### config.mk
export PLATFORM = sky130hd
export DESIGN_NAME = interval_timer
export DESIGN_NICKNAME = d
export VERILOG_FILES = /design/src/rtl/timer_pkg.sv /design/src/rtl/timer_prescaler.sv /design/src/rtl/interval_timer.sv
export SDC_FILE = /design/constraint.sdc
export NUM_CORES = 1
export LEC_CHECK = 0
export CORE_UTILIZATION = 56
export DETAILED_ROUTE_END_ITERATION = 16
export PLACE_DENSITY = 0.81
export SLEW_MARGIN = 20
export SYNTH_ARGS = -nofsm -noshare
export SYNTH_HDL_FRONTEND = slang
export SYNTH_SLANG_ARGS = --single-unit
### constraint.sdc
create_clock -name clk -period 6.95 [get_ports clk]
set_input_delay 2.085 -clock clk [delete_from_list [all_inputs] [get_ports clk]]
set_output_delay 2.085 -clock clk [all_outputs]
set_load 0.01 [all_outputs]
### src/rtl/timer_pkg.sv
// Shared types and constants for the interval timer.
// Latency: n/a (declarations only).
// Backpressure: n/a.
package timer_pkg;

  typedef enum logic {
    IDLE = 1'b0,
    RUN  = 1'b1
  } state_e;

  localparam logic [1:0] SEL_PERIOD   = 2'd0;
  localparam logic [1:0] SEL_CTRL     = 2'd1;
  localparam logic [1:0] SEL_PRESCALE = 2'd2;

  localparam int EN       = 0;
  localparam int PERIODIC = 1;

endpackage

### src/rtl/timer_prescaler.sv
// Divides the clock: one-cycle tick every (prescale+1) enabled cycles.
// Latency: first tick prescale+1 edges after restart/enable edge.
// Backpressure: none; restart clears the count and suppresses that cycle's tick.
module timer_prescaler #(
  parameter int PRE_W = 16
) (
  input  logic             clk,
  input  logic             rst_n,
  input  logic             enable,
  input  logic [PRE_W-1:0] prescale,
  input  logic             restart,
  output logic             tick
);

  logic [PRE_W-1:0] cnt_q, cnt_d;
  logic             at_end;

  // A lowered prescale can leave the count above the limit only for one
  // cycle (restart clears it), so >= keeps the wrap robust anyway.
  assign at_end = (cnt_q >= prescale);
  assign tick   = enable && !restart && at_end;

  // Next count: clear on restart or while idle, wrap at the limit.
  always_comb begin
    cnt_d = cnt_q;
    if (restart || !enable) begin
      cnt_d = '0;
    end else if (at_end) begin
      cnt_d = '0;
    end else begin
      cnt_d = cnt_q + PRE_W'(1);
    end
  end

  // Prescale counter register.
  always_ff @(posedge clk or negedge rst_n) begin
    if (!rst_n) begin
      cnt_q <= '0;
    end else begin
      cnt_q <= cnt_d;
    end
  end

endmodule

### src/rtl/interval_timer.sv
// Programmable one-shot/periodic interval timer with sticky alert interrupt.
// Latency: writes act at their edge; alert rises period*(prescale+1) edges after start.
// Backpressure: none; every write strobe is accepted in the cycle it is high.
module interval_timer
  import timer_pkg::*;
#(
  parameter int CNT_W = 32,
  parameter int PRE_W = 16
) (
  input  logic             clk,
  input  logic             rst_n,
  input  logic             timer_wr,
  input  logic [1:0]       timer_sel,
  input  logic [31:0]      timer_data,
  input  logic             timer_clr,
  output logic             alert,
  output logic [CNT_W-1:0] count,
  output logic             running
);

  state_e           state_q, state_d;
  logic [CNT_W-1:0] period_q, period_d;
  logic [PRE_W-1:0] prescale_q, prescale_d;
  logic [1:0]       ctrl_q, ctrl_d;
  logic [CNT_W-1:0] count_q, count_d;
  logic             alert_q, alert_d;

  logic ctrl_wr, period_wr, prescale_wr;
  logic start;
  logic tick;

  assign ctrl_wr     = timer_wr && (timer_sel == SEL_CTRL);
  assign period_wr   = timer_wr && (timer_sel == SEL_PERIOD);
  assign prescale_wr = timer_wr && (timer_sel == SEL_PRESCALE);

  // Prescaler runs only in RUN; a start/restart or a new prescale value
  // begins a fresh tick interval.
  timer_prescaler #(
    .PRE_W (PRE_W)
  ) u_prescaler (
    .clk      (clk),
    .rst_n    (rst_n),
    .enable   (state_q == RUN),
    .prescale (prescale_q),
    .restart  (start || prescale_wr),
    .tick     (tick)
  );

  // Register file, FSM next state, down-counter and alert flag.
  always_comb begin
    state_d    = state_q;
    period_d   = period_q;
    prescale_d = prescale_q;
    ctrl_d     = ctrl_q;
    count_d    = count_q;
    alert_d    = alert_q;
    start      = 1'b0;

    if (period_wr) begin
      period_d = timer_data[CNT_W-1:0];
    end
    if (prescale_wr) begin
      prescale_d = timer_data[PRE_W-1:0];
    end

    // Clear first so an expiry in the same cycle overrides it.
    if (timer_clr) begin
      alert_d = 1'b0;
    end

    case (state_q)
      IDLE: begin
        if (ctrl_wr) begin
          ctrl_d[PERIODIC] = timer_data[PERIODIC];
          if (timer_data[EN] && (period_q != '0)) begin
            state_d    = RUN;
            count_d    = period_q;
            ctrl_d[EN] = 1'b1;
            start      = 1'b1;
          end else begin
            // Enabling with a zero period is refused; en reads back 0.
            ctrl_d[EN] = 1'b0;
          end
        end
      end

      RUN: begin
        if (ctrl_wr) begin
          ctrl_d[PERIODIC] = timer_data[PERIODIC];
          if (timer_data[EN] && (period_q != '0)) begin
            count_d    = period_q;
            ctrl_d[EN] = 1'b1;
            start      = 1'b1;
          end else begin
            // Stop: count freezes where it is.
            state_d    = IDLE;
            ctrl_d[EN] = 1'b0;
          end
        end else if (tick && ctrl_q[EN]) begin
          if (count_q > CNT_W'(1)) begin
            count_d = count_q - CNT_W'(1);
          end else begin
            alert_d = 1'b1;
            if (ctrl_q[PERIODIC] && (period_q != '0)) begin
              count_d = period_q;
            end else begin
              count_d    = '0;
              state_d    = IDLE;
              ctrl_d[EN] = 1'b0;
            end
          end
        end
      end

      default: begin
        state_d = IDLE;
      end
    endcase
  end

  // State register; reset is asynchronous so a mid-run reset is immediate.
  always_ff @(posedge clk or negedge rst_n) begin
    if (!rst_n) begin
      state_q    <= IDLE;
      period_q   <= '0;
      prescale_q <= '0;
      ctrl_q     <= '0;
      count_q    <= '0;
      alert_q    <= 1'b0;
    end else begin
      state_q    <= state_d;
      period_q   <= period_d;
      prescale_q <= prescale_d;
      ctrl_q     <= ctrl_d;
      count_q    <= count_d;
      alert_q    <= alert_d;
    end
  end

  assign alert   = alert_q;
  assign count   = count_q;
  assign running = (state_q == RUN);

endmodule

Word-level counts from Yosys, hierarchy flattened
Index checks and enable logic that the tools add are counted.
{"block": "totals", "reg_bits": 100, "latchBits": 0, "ram_bits": 0, "mem_bits_ro": 0, "output_inout_bits": 34, "mem_count": 0}
{"block": "op_classes", "n_addsub": 2, "multipliers": 0, "n_div": 0, "n_lt_le_gt_ge": 2, "eq_ne": 7, "n_shift": 0, "mux": 28, "bitwise_logic": 1, "reduce_logical": 17}
{"operator": "$mux W32", "count": 6}
{"operator": "$pmux W32 S2", "count": 1}
{"operator": "$gt A32 B1 Y1 const B", "count": 1}
{"operator": "$mux W16", "count": 2}
{"operator": "$reduce_bool A32 Y1", "count": 1}
{"operator": "$sub A32 B1 Y32 const B", "count": 1}
{"operator": "$add A16 B1 Y16 const B", "count": 1}
{"operator": "$ge A16 B16 Y1", "count": 1}
{"operator": "$mux W1", "count": 16}
{"operator": "$logic_and A1 B1 Y1", "count": 8}
{"operator": "$ne A3 B3 Y1 const B", "count": 2}
{"operator": "$pmux W2 S2", "count": 1}
{"operator": "$reduce_and A2 Y1", "count": 2}
{"operator": "$reduce_and A4 Y1", "count": 1}
{"operator": "$ne A3 B1 Y1 const B", "count": 1}
{"operator": "$eq A2 B1 Y1 const B", "count": 1}
{"operator": "$eq A2 B2 Y1 const B", "count": 1}
{"operator": "$logic_not A1 Y1", "count": 2}
{"operator": "$logic_not A2 Y1", "count": 1}
{"operator": "$logic_or A1 B1 Y1", "count": 2}
{"operator": "$mux W2", "count": 1}
{"operator": "$ne A2 B1 Y1 const B", "count": 1}
{"operator": "$ne A2 B2 Y1 const B", "count": 1}
{"operator": "$pmux W1 S2", "count": 1}
{"operator": "$not A1 Y1", "count": 1}

Longest topological paths before layout
Gate-level depths: netlist (run 1).
{"block": "depth", "ltp_word": 12, "depth_mapped": 11}

Modules after synthesis
A second synthesis (run 1) with hierarchy kept.
{"block": "unflattened", "hier_cells": 620, "hier_area_um2": 6054.6}
{"module": "interval_timer", "n_inst": 1, "cells_each": 482, "area_per_inst_um2": 4835.9, "seq_area_each_um2": 2102.0}
{"module": "timer_prescaler", "n_inst": 1, "cells_each": 138, "area_per_inst_um2": 1218.7, "seq_area_each_um2": 400.4}

Least setup slack after synthesis (run 1)
OpenSTA, ideal clock, no wires.
{"block": "synth_path", "kind": "input to register", "start": "input port timer_sel[1]", "end": "register count_q[8], in the netlist count[8]", "setup_time_ps": 87, "t_arrival_ps": 3628, "slack_ps": 3235, "path_stages": 8, "n_path_buf": 2, "cell_sequence": "nand3b_1 -> nand2_1 -> clkbuf_1 -> nand2_1 -> o21ai_1 -> clkbuf_1 -> a21oi_1 -> o211ai_1"}
{"block": "synth_between", "elab_chain_len": 10, "elab_cells_between_ends": 15, "cone_classes": "4 x eq/ne; 3 x mux; 8 x reduce/logical"}
{"item": "start, declared", "line": "interval_timer.sv:13", "text": "input logic [1:0] timer_sel,"}
{"item": "$eq A2 B1 Y1", "line": "interval_timer.sv:32", "text": "assign ctrl_wr = timer_wr && (timer_sel == SEL_CTRL);"}
{"item": "$logic_and A1 B1 Y1", "line": "interval_timer.sv:32"}
{"item": "$mux W1", "line": "interval_timer.sv:73, interval_timer.sv:88"}
{"item": "$logic_or A1 B1 Y1", "line": "interval_timer.sv:45", "text": ".restart (start || prescale_wr),"}
{"item": "$logic_not A1 Y1", "line": "timer_prescaler.sv:21", "text": "assign tick = enable && !restart && at_end;"}
{"item": "$logic_and A1 B1 Y1 (2 in a row)", "line": "timer_prescaler.sv:21"}
{"item": "$logic_and A1 B1 Y1", "line": "interval_timer.sv:99", "text": "end else if (tick && ctrl_q[EN]) begin"}
{"item": "$ne A3 B1 Y1 (no source line)"}
{"item": "$reduce_and A2 Y1 (no source line)"}
{"item": "end signal, assigned", "line": "interval_timer.sv:135", "text": "count_q <= count_d;"}
{"item": "end, declared", "line": "interval_timer.sv:25", "text": "logic [CNT_W-1:0] count_q, count_d;"}
Parallel ways exist; a longest one is shown, timed or not.
A chain may end at the register's enable or synchronous reset.

Final worst setup path (run 1)
{"block": "layout_path", "start": "input port timer_sel[1]", "end": "register count_q[26], in the netlist count[26]"}
The elaborated chain is that of the path after synthesis.

==> results of run 1 <==
area by class of cell:
cell class                      instances  area [um2]  area share [%]
Timing Repair Buffer                   75         738            11.4
Clock inverter                          5        82.6            1.27
Clock buffer                           11         141            2.18
Tap cell                              129         161            2.49
Inverter                               31         116            1.79
Multi-Input combinational cell        407        2750            42.4
Sequential cell                       100        2500            38.5
layer usage:
metal | vias to the layer above | wire (um) | track usage [%] | part of all wire [%]
li1 | 2171 | - | - | -
met1 | 2311 | 6180 | 42.1 | 44
met2 | 230 | 6540 | 46.7 | 47
met3 | 24 | 1020 | 4.92 | 7.3
met4 | 0 | 214 | 8.92 | 1.5
met5 | - | 0 | 0 | 0
flip-flops by register name (all words and copies together) (netlist names):
| signal | count |
|---|---|
| alert | 1 |
| u_prescaler.cnt_q | 16 |
| count | 32 |
| running | 1 |
| ctrl_q | 2 |
| prescale_q | 16 |
| period_q | 32 |
Yosys cell counts, types with 6 or more instances:
library cell and n:
or3_1 14, xnor2_1 11, nand3_1 17, o21ai_1 6, a211oi_1 9, dfrtp_1 100, xor2_1 13, clkbuf_1 18
inv_1 31, o21ai_0 40, nand2_1 28, nor2_1 61, mux2_2 45, o221ai_1 6, nor4_1 15, and3_1 6
o22ai_1 7, nand4_1 9, nor3_1 8, ha_1 19, a21oi_1 32
metrics by stage:
stage	instance area, um2	hold slack (ns)	total power, uW	setup slack, ns
global placement	6270	0.491	1360	2.16
CTS	6490	0.514	1800	2.48
floorplan	5470	0.473	1120	3.24
global route	6490	0.522	1900	2.25
finish	6490	0.513	1800	2.43
detailed placement	6270	0.493	1380	2.10
cell usage in the layout, fill, tap and decap left out, types with 3 or more instances in the layout:
cell type / synthesis / routed
a211oi_1: 9 / 9
a21oi_1: 32 / 32
a31oi_1: 4 / 4
a32oi_1: 3 / 3
and3_1: 6 / 6
buf_4: 0 / 5
clkbuf_8: 0 / 10
clkdlybuf4s50_1: 0 / 70
dfrtp_1: 100 / 100
ha_1: 19 / 19
inv_1: 31 / 31
mux2_2: 45 / 45
nand2_1: 28 / 28
nand2b_1: 4 / 4
nand3_1: 17 / 17
nand4_1: 9 / 9
nor2_1: 61 / 61
nor2_2: 3 / 3
nor3_1: 8 / 8
nor4_1: 15 / 15
o211ai_1: 3 / 3
o21a_1: 3 / 3
o21ai_0: 40 / 40
o21ai_1: 6 / 5
o221ai_1: 6 / 6
o22ai_1: 7 / 7
or3_1: 14 / 14
or4_1: 4 / 4
or4_4: 3 / 3
xnor2_1: 11 / 11
xor2_1: 13 / 13
cell families (layout without fill, tap and decap cells):
family / Yosys count / after routing / share of synthesized area (%)
and+or+nand+nor: 186 / 186 / 17.4
muxes: 45 / 45 / 9.26
xor gates and xnor gates: 24 / 24 / 3.84
adders and majority gates: 19 / 19 / 4.34
DFF: 100 / 100 / 45.7
buffers and inverters: 54 / 122 / 4.16
AOI/OAI and AO/OA: 133 / 133 / 15.3
critical path: stages:
cell	delay (ns)
clkdlybuf4s50_1	0.45
nand3b_1	0.31
nand2_1	0.57
nor2_2	0.09
nor2_1	0.82
a211oi_1	0.17
a211oi_1	0.28
worst min path at each step:
stage	startpoint	end	cells past startpoint
final	prescale_q[10]$_DFFE_PN0P_	prescale_q[10]$_DFFE_PN0P_	1
after global routing	prescale_q[10]$_DFFE_PN0P_	prescale_q[10]$_DFFE_PN0P_	1
after CTS	prescale_q[7]$_DFFE_PN0P_	prescale_q[7]$_DFFE_PN0P_	1
after detailed placement	prescale_q[7]$_DFFE_PN0P_	prescale_q[7]$_DFFE_PN0P_	1
after global placement	prescale_q[4]$_DFFE_PN0P_	prescale_q[4]$_DFFE_PN0P_	1
after floorplan	ctrl_q[1]$_DFFE_PN0P_	ctrl_q[1]$_DFFE_PN0P_	1
where the power goes:
group | total [uW] | switching, uW | leakage (uW) | internal, uW
logic | 542 | 264 | 0.00131 | 279
registers | 840 | 142 | 0.00122 | 698
clock network | 415 | 201 | 0.000114 | 214
total | 1800 | 606 | 0.00264 | 1190
==> summary.md, run 1 <==
| Metric | Value |
|---|---|
| VDD IR max | `0.188 mV` |
| Unrepaired setup endpoints after global routing | `false` |
| Post-DR vias/cell | `6.25` |
| CTS H-tree lvls | `3` |
| Pre-antenna DRT Iters | `11` |
| # resized after CTS | `0` |
| Detailed Place HPWL | `10.2 mm` |
| Max-Cap Viols | `0` |
| Crit Path Category | `input port to flop` |
| Setup crit end | `count[26]$_DFFE_PN0P_` |
| CTS tree | `yes` |
| Port bufs | `71` |
| R2R depth | `8` |
| Post-DRT Antenna Nets | `0` |
| Core footprint | `9370 um2` |
| Fmax | `221 MHz` |
| Sequential share of the synthesized area | `45.7%` |
| CTS sink cnt | `100` |
| Drc violations | `0` |
| Fin Setup TNS | `0 ns` |
| Vias in the first global route | `4534` |
| Leakage power | `0.00264 uW` |
| Final hold violation count | `0` |
| Synthesized Nets | `618` |
| Final setup vio count | `0` |
| Mapped Cells | `561` |
| Yosys cell types | `56` |
| Crit start category | `input port` |
| GRT Total Usage | `29.6%` |
| Fin crit period | `4.52 ns` |
| Mean post-synth cell area | `9.76 um2` |
| Number of setup buffers added after CTS | `0` |
| Initial antenna violation count | `0` |
| Ports | `72` |
| Fillers | `760` |
| Fin. max-slew vios | `0` |
| FF-to-FF setup slack | `3.50 ns` |
| Reg-to-Reg Start | `u_prescaler.cnt_q[9]$_DFF_PN0_` |
| Worst hold path type | `flop to flop` |
| Share of layout cells above drive strength 1 | `12.7%` |
| Worst-skew pair later-pin latency | `0.37 ns` |
| Total routed wirelength | `14.0 mm` |
| Wire per inst | `18.4 um` |
| Die area | `10200 um2` |
| Most used flip-flop cell after synthesis | `dfrtp_1` |
| CP arrival | `4.79 ns` |
| Placed Cells incl. Taps | `742` |
| Outcome | `finished, final reports clean` |
| Initial Util | `58.4%` |
| Setup Skew | `0.00931 ns` |
| # hold bufs at CTS | `0` |
| Post-synth EDFFs | `0` |
| Clk root buf | `clkbuf_8` |
| Die height | `101 um` |
| CP required | `7.22 ns` |
| Max-slew headroom | `25.7%` |
| Largest fanout on the critical path | `15` |
| Reg2Reg Capture Point | `count[26]$_DFFE_PN0P_` |
| CTS Buf Count | `9` |
| Row count | `35` |
| Horiz. Die Dim | `101 um` |
| Reg clk slew, reported paths | `0.09 ns` |
| Synth async-reset ratio | `100%` |
| First-pass GRT wire length | `23.0 mm` |
| Final net count | `681` |
| Least-Margin Pin Slew | `1.11 ns` |
| Total global routing overflow | `0` |
| Crit path capture type | `flop` |
| Tcrit/Tclk final | `65.1%` |
| Longest Clk Path Bufs | `2` |
| Top cell type's share of synthesized area | `45.7%` |
| Layout area overhead | `18.7%` |
| Post-Syn Area | `5470 um2` |
| Yosys reg bits | `100` |
| GPL Wtd Cong | `0.891` |
| Initial drt markers | `387` |
| Diodes inserted | `0` |
| Crit path from | `timer_sel[1]` |
| Non-Filler Instances | `758` |
| Largest net degree at the start of global routing | `59` |
| Via count | `4736` |
| Yosys top cell by area | `dfrtp_1` |
| YS warnings | `0` |
| Utilization after layout | `69.3%` |
| Top cells by area, synth | `dfrtp_1, mux2_2, ha_1` |
| Power Dens Cells | `277 nW/um2` |
No activity file was read; power rests on OpenSTA's default activity.
==> run 2: changes to the inputs <==
Settings changed: CORE_UTILIZATION 56 to 50, PLACE_DENSITY 0.81 to 0.76.
Clock period 6.95 ns to 3.6 ns, I/O delays scaled along.
==> run 2 against run 1 <==
  * Non-clock buffer count up 13
  * Clock skew up 0.0060 ns
  * Die area up 12%
  * Critical path depth unchanged
  * Sequential power up 93%
  * Via count about the same
==> summary.md, run 2 (same netlist as run 1, synthesis figures left out) <==
| Metric | Value |
|---|---|
| Outcome | `finished, final reports clean (unchanged)` |
| Longest Clk Path Bufs | `2 (unchanged)` |
| Crit path from | `count[16]$_DFFE_PN0P_ (was timer_sel[1])` |
| CP arrival | `3.67 ns (was 4.79 ns)` |
| # resized after CTS | `0 (unchanged)` |
| Via count | `4739 (was 4736)` |
| Port bufs | `71 (unchanged)` |
| Crit Path Category | `flop to flop (was input port to flop)` |
| Die area | `11400 um2 (was 10200 um2)` |
| Switch share | `36.0% (was 33.7%)` |
| Non-Filler Instances | `778 (was 758)` |
| CTS sink cnt | `100 (unchanged)` |
| Final hold violation count | `0 (unchanged)` |
| Reg clk slew, reported paths | `0.11 ns (was 0.09 ns)` |
| Crit path capture type | `flop (unchanged)` |
| Footprint of the multi-input gates | `2750 um2 (unchanged)` |
| # hold bufs at CTS | `0 (unchanged)` |
| Diodes inserted | `0 (unchanged)` |
| Fmax | `299 MHz` |
| Commonest non-fill, non-tap cell in the layout | `dfrtp_1 (unchanged)` |
| Layout area overhead | `20.1% (was 18.7%)` |
| Reg-to-Reg Start | `count[16]$_DFFE_PN0P_ (was u_prescaler.cnt_q[9]$_DFF_PN0_)` |
| Sequential cell area | `2500 um2 (unchanged)` |
| FF-to-FF setup slack | `0.26 ns (was 3.50 ns)` |
| Drc violations | `0 (unchanged)` |
| Tcrit/Tclk final | `92.9%` |
| Max-slew headroom | `26.5% (was 25.7%)` |
| CP required | `3.92 ns (was 7.22 ns)` |
| Final setup vio count | `0 (unchanged)` |
| Largest net degree at the start of global routing | `47 (was 59)` |
| Power Dens Cells | `514 nW/um2 (was 277 nW/um2)` |
| Post-DRT Antenna Nets | `0 (unchanged)` |
| Total routed wirelength | `14.4 mm (was 14.0 mm)` |
| Largest fanout on the critical path | `12 (was 15)` |
| Reg2Reg Capture Point | `count[0]$_DFFE_PN0P_ (was count[26]$_DFFE_PN0P_)` |
| Utilization after layout | `62.8% (was 69.3%)` |
| Unrepaired setup endpoints after global routing | `false (unchanged)` |
| Pre-antenna DRT Iters | `5 (was 11)` |
| WHS Path Cells | `1 (unchanged)` |
| Crit start category | `flop (was input port)` |
| Die height | `107 um (was 101 um)` |
| CTS tree | `yes (unchanged)` |
| Placed Cells incl. Taps | `762 (was 742)` |
| Hold path start | `prescale_q[11]$_DFFE_PN0P_ (was prescale_q[10]$_DFFE_PN0P_)` |
| Leakage power | `0.00269 uW (was 0.00264 uW)` |
| GRT Total Usage | `26.9% (was 29.6%)` |
| Share of layout cells above drive strength 1 | `14.6% (was 12.7%)` |
| Max-Cap Viols | `0 (unchanged)` |
| Hold Path End | `prescale_q[11]$_DFFE_PN0P_ (was prescale_q[10]$_DFFE_PN0P_)` |
| VDD IR max | `0.250 mV (was 0.188 mV)` |
| Initial Util | `52.3% (was 58.4%)` |
| Ports | `72 (unchanged)` |
| Final Worst Setup Slack | `0.257 ns (was 2.43 ns)` |
| Fin Setup TNS | `0 ns (unchanged)` |
| Horiz. Die Dim | `107 um (was 101 um)` |
| Total global routing overflow | `0 (unchanged)` |
| Overall Power | `3380 uW (was 1800 uW)` |
| Fin. max-slew vios | `0 (unchanged)` |
| CTS H-tree lvls | `3 (unchanged)` |
| Post-DR vias/cell | `6.09 (was 6.25)` |
| Vias in the first global route | `4678 (was 4534)` |
| Worst-skew pair later-pin latency | `0.38 ns (was 0.37 ns)` |
| Fillers | `902 (was 760)` |
| Most frequent cells in the layout | `dfrtp_1, clkdlybuf4s50_1, nor2_1 (unchanged)` |
| Core footprint | `10500 um2 (was 9370 um2)` |
| Post-Place Setup Slack | `0.126 ns (was 2.10 ns)` |
| Fin crit period | `3.34 ns` |
| Number of setup buffers added after CTS | `0 (unchanged)` |
| First-pass GRT wire length | `23.6 mm (was 23.0 mm)` |
| Comb power frac | `31.4% (was 30.2%)` |
| Wire per inst | `18.6 um (was 18.4 um)` |
| GPL Wtd Cong | `0.924 (was 0.891)` |
| Initial drt markers | `340 (was 387)` |
| Setup Skew | `0.0153 ns (was 0.00931 ns)` |
| Worst hold path type | `flop to flop (unchanged)` |
| Seq pwr share | `48.0% (was 46.7%)` |
| Final net count | `694 (was 681)` |
| Initial antenna violation count | `0 (unchanged)` |
| Least-Margin Pin Slew | `1.10 ns (was 1.11 ns)` |
| Row count | `37 (was 35)` |
| Clk root buf | `clkbuf_8 (unchanged)` |
| Sw Pwr | `1220 uW (was 606 uW)` |
| Detailed Place HPWL | `10.8 mm (was 10.2 mm)` |
| Clk pwr share | `20.5% (was 23.1%)` |
| CTS Buf Count | `9 (unchanged)` |
| R2R depth | `7 (was 8)` |
| Pint | `2160 uW (was 1190 uW)` |
## run 2: changes by cell type in the layout (fill, tap and decap cells not counted), sizes merged
| cell | delta |
|---|---|
| clkbuf | -2 |
| clkinvlp | +1 |
| buf | +13 |
| clkinv | +1 |
| inv | +2 |
| bufinv | -2 |
## run 2: cell type report
type | instances | area share (%)
Sequential cell | 100 | 38.1
Tap cell | 136 | 2.59
Clock inverter | 7 | 0.895
Clock buffer | 9 | 1.88
Multi-Input combinational cell | 407 | 41.9
Inverter | 31 | 1.77
Timing Repair Buffer | 88 | 12.9
## run 2: power groups by stage
stage / Sequential, uW / Clock (uW) / Combinational [uW]
2_1_floorplan: 1600 / 0 / 564
3_5_place_dp: 1640 / 0 / 1050
4_1_cts: 1620 / 702 / 1060
6_report: 1620 / 694 / 1060
5_1_grt: 1660 / 754 / 1170
3_3_place_gp: 1630 / 0 / 1020
## run 2: routing by layer
metal | vias up | share of wire (%) | global-route usage [%]
met5 | - | 0 | 0
li1 | 2200 | - | -
met4 | 0 | 1.5 | 8.32
met2 | 184 | 48 | 43.3
met3 | 23 | 6.9 | 5.59
met1 | 2332 | 44 | 36.6
## run 2: worst max-delay path, cell delays in order, from the launching register on
cell	delay, ns
dfrtp_1	0.47
or4_4	0.54
or4_4	0.51
or4_4	0.63
o31ai_4	0.57
a21oi_1	0.16
or3_1	0.35
o21ai_2	0.06
## run 2: through the flow
stage                     hold WS [ns]  instance area, um2
final                            0.514                6570
after global routing             0.527                6570
after CTS                        0.517                6570
after detailed placement         0.496                6380
after global placement           0.492                6380
after floorplan                  0.473                5470
## run 2: worst max-delay path by stage
| stage | end | slack (ns) | cells after the start |
|---|---|---|---|
| finish | count[0]$_DFFE_PN0P_ | 0.26 | 7 |
| global route | count[0]$_DFFE_PN0P_ | 0.18 | 7 |
| CTS | count[0]$_DFFE_PN0P_ | 0.33 | 7 |
| detailed placement | count[9]$_DFFE_PN0P_ | 0.13 | 8 |
| global placement | count[9]$_DFFE_PN0P_ | 0.20 | 8 |
| floorplan | count[21]$_DFFE_PN0P_ | 0.68 | 10 |
==> run 3: changes to the inputs <==
Settings changed: CORE_UTILIZATION 50 to 41, PLACE_DENSITY 0.76 to default, TNS_END_PERCENT from default to 20.
==> run 3 against run 2 <==
  * Critical path depth is the same
  * Sequential share of layout area is 0.79 points lower
  * First-iteration DRC count is 6.8% higher
  * Total power up 7.1%
  * Sequential power hardly changed
  * Worst setup slack gained 0.13 ns
  * Design area increased by 2.1%
  * Clock-buffer cell count increased by 1
  * Sequential cell count did not move
  * Register-to-register slack better by 0.13 ns
  * Via count decreased by 1.2%
  * Core utilization shrank 10 points
==> summary.md, run 3 (same netlist as run 1, synthesis figures left out) <==
| Metric | Value |
|---|---|
| Max-slew headroom | `42.6% (was 26.5%)` |
| Crit path buf inv count | `0 (unchanged)` |
| CTS H-tree lvls | `3 (unchanged)` |
| Worst path cell trace | `or4_4 > or4_4 > or4_4 > o31ai_4 > a21oi_1 > or3_1 > o21ai_2 (unchanged)` |
| Via count | `4684 (was 4739)` |
| Crit path capture type | `flop (unchanged)` |
| Row count | `41 (was 37)` |
| CP arrival | `3.51 ns (was 3.67 ns)` |
| Initial Util | `42.7% (was 52.3%)` |
| Placed Cells incl. Taps | `798 (was 762)` |
| Largest fanout on the critical path | `8 (was 12)` |
| Crit path top cell by count | `or4_4 (unchanged)` |
| Max-Cap Viols | `0 (unchanged)` |
| # hold bufs at CTS | `0 (unchanged)` |
| Crit path from | `count[19]$_DFFE_PN0P_ (was count[16]$_DFFE_PN0P_)` |
| Tcrit/Tclk final | `89.3% (was 92.9%)` |
| Reg-to-Reg Start | `count[19]$_DFFE_PN0P_ (was count[16]$_DFFE_PN0P_)` |
| Die height | `118 um (was 107 um)` |
| Post-DR vias/cell | `5.75 (was 6.09)` |
| Outcome | `finished, final reports clean (unchanged)` |
| Share of layout cells above drive strength 1 | `14.5% (was 14.6%)` |
| Worst path slowest cell | `or4_4 (unchanged)` |
| Number of setup buffers added after CTS | `0 (unchanged)` |
| Drc violations | `0 (unchanged)` |
| Setup Skew | `0.00783 ns (was 0.0153 ns)` |
| CP peak stage delay | `0.64 ns (was 0.63 ns)` |
| Utilization after layout | `52.3% (was 62.8%)` |
| Worst-skew pair later-pin latency | `0.36 ns (was 0.38 ns)` |
| Layout area overhead | `22.6% (was 20.1%)` |
| First-pass GRT wire length | `24.6 mm (was 23.6 mm)` |
| Leakage power | `0.00273 uW (was 0.00269 uW)` |
| Diodes inserted | `0 (unchanged)` |
| CTS sink cnt | `100 (unchanged)` |
| Die area | `13800 um2 (was 11400 um2)` |
| VDD IR max | `0.247 mV (was 0.250 mV)` |
| Detailed Place HPWL | `10.9 mm (was 10.8 mm)` |
| Horiz. Die Dim | `118 um (was 107 um)` |
| Power Dens Cells | `540 nW/um2 (was 514 nW/um2)` |
| Total global routing overflow | `0 (unchanged)` |
| Worst path top cell family by delay | `simple AND/OR/NAND/NOR gates (unchanged)` |
| Total routed wirelength | `14.8 mm (was 14.4 mm)` |
| Crit Path Category | `flop to flop (unchanged)` |
| CTS tree | `yes (unchanged)` |
| Reg clk slew, reported paths | `0.07 ns (was 0.11 ns)` |
| Clk root buf | `clkbuf_16 (was clkbuf_8)` |
| Worst hold path type | `flop to flop (unchanged)` |
| Fin. max-slew vios | `0 (unchanged)` |
| CP required | `3.89 ns (was 3.92 ns)` |
| Final hold violation count | `0 (unchanged)` |
| Initial antenna violation count | `0 (unchanged)` |
| Post-DRT Antenna Nets | `0 (unchanged)` |
| Fmax | `311 MHz (was 299 MHz)` |
| # resized after CTS | `0 (unchanged)` |
| Least-Margin Pin Slew | `0.855 ns (was 1.10 ns)` |
| Longest Clk Path Bufs | `2 (unchanged)` |
| Most frequent cells in the layout | `dfrtp_1, clkdlybuf4s50_1, nor2_1 (unchanged)` |
| Initial drt markers | `363 (was 340)` |
| Unrepaired setup endpoints after global routing | `false (unchanged)` |
| Final net count | `694 (unchanged)` |
| Fin Setup TNS | `0 ns (unchanged)` |
| Non-Filler Instances | `814 (was 778)` |
| Vias in the first global route | `4692 (was 4678)` |
| Fin crit period | `3.22 ns (was 3.34 ns)` |
| Pre-antenna DRT Iters | `6 (was 5)` |
| Fillers | `1198 (was 902)` |
| Port bufs | `71 (unchanged)` |
| Core footprint | `12800 um2 (was 10500 um2)` |
| Crit start category | `flop (unchanged)` |
| CTS Buf Count | `9 (unchanged)` |
| GPL Wtd Cong | `0.858 (was 0.924)` |
| Largest net degree at the start of global routing | `61 (was 47)` |
| Final setup vio count | `0 (unchanged)` |
| GRT Total Usage | `22.7% (was 26.9%)` |
| Hold path start | `prescale_q[11]$_DFFE_PN0P_ (unchanged)` |
| Wire per inst | `18.1 um (was 18.6 um)` |
| Ports | `72 (unchanged)` |
| Commonest non-fill, non-tap cell in the layout | `dfrtp_1 (unchanged)` |
-- run 3: where the power goes --
part	internal (uW)	switching (uW)	leakage, uW
combinational	554	504	0.00137
sequential	1350	282	0.00122
clock	477	455	0.000131
total	2380	1240	0.00273
-- run 3: layer usage --
layer  up-vias  track usage [%]  share of wire, %
li1       2190                -                 -
met1      2345             31.0                46
met2       129             35.7                46
met3        20             4.07               5.0
met4         0             8.73               2.0
met5         -                0                 0
-- run 3: worst reg2reg max path, stage by stage (launching register included) --
cell	delay, ns
dfrtp_1	0.44
or4_4	0.55
or4_4	0.51
or4_4	0.64
o31ai_4	0.47
a21oi_1	0.14
or3_1	0.33
o21ai_2	0.06
-- run 3: cell type report --
type,instances,area (um2),area share [%]
Clock buffer,10,229,3.41
Clock inverter,6,48.8,0.727
Inverter,31,116,1.73
Multi-Input combinational cell,407,2750,41.0
Sequential cell,100,2500,37.3
Tap cell,172,215,3.21
Timing Repair Buffer,88,848,12.6
-- run 3: path summary, 6_finish.rpt --
check,endpoint,slack [ns],cells past startpoint
worst min register to register,prescale_q[11]$_DFFE_PN0P_,0.51,1
worst max register to register,count[0]$_DFFE_PN0P_,0.38,7
worst min-delay path,prescale_q[11]$_DFFE_PN0P_,0.51,1
min in group asynchronous,prescale_q[4]$_DFFE_PN0P_,0.82,1
max in group asynchronous,period_q[21]$_DFFE_PN0P_,2.08,2
worst max-delay path,count[0]$_DFFE_PN0P_,0.38,7
-- run 3: metrics by stage --
step                total power, uW  hold WS [ns]  instance area (um2)  setup WS [ns]
finish                         3620         0.506                 6710          0.384
global route                   3830         0.529                 6710          0.306
CTS                            3630         0.510                 6710          0.413
detailed placement             2700         0.495                 6430          0.121
global placement               2670         0.489                 6430          0.291
floorplan                      2170         0.473                 5470          0.680
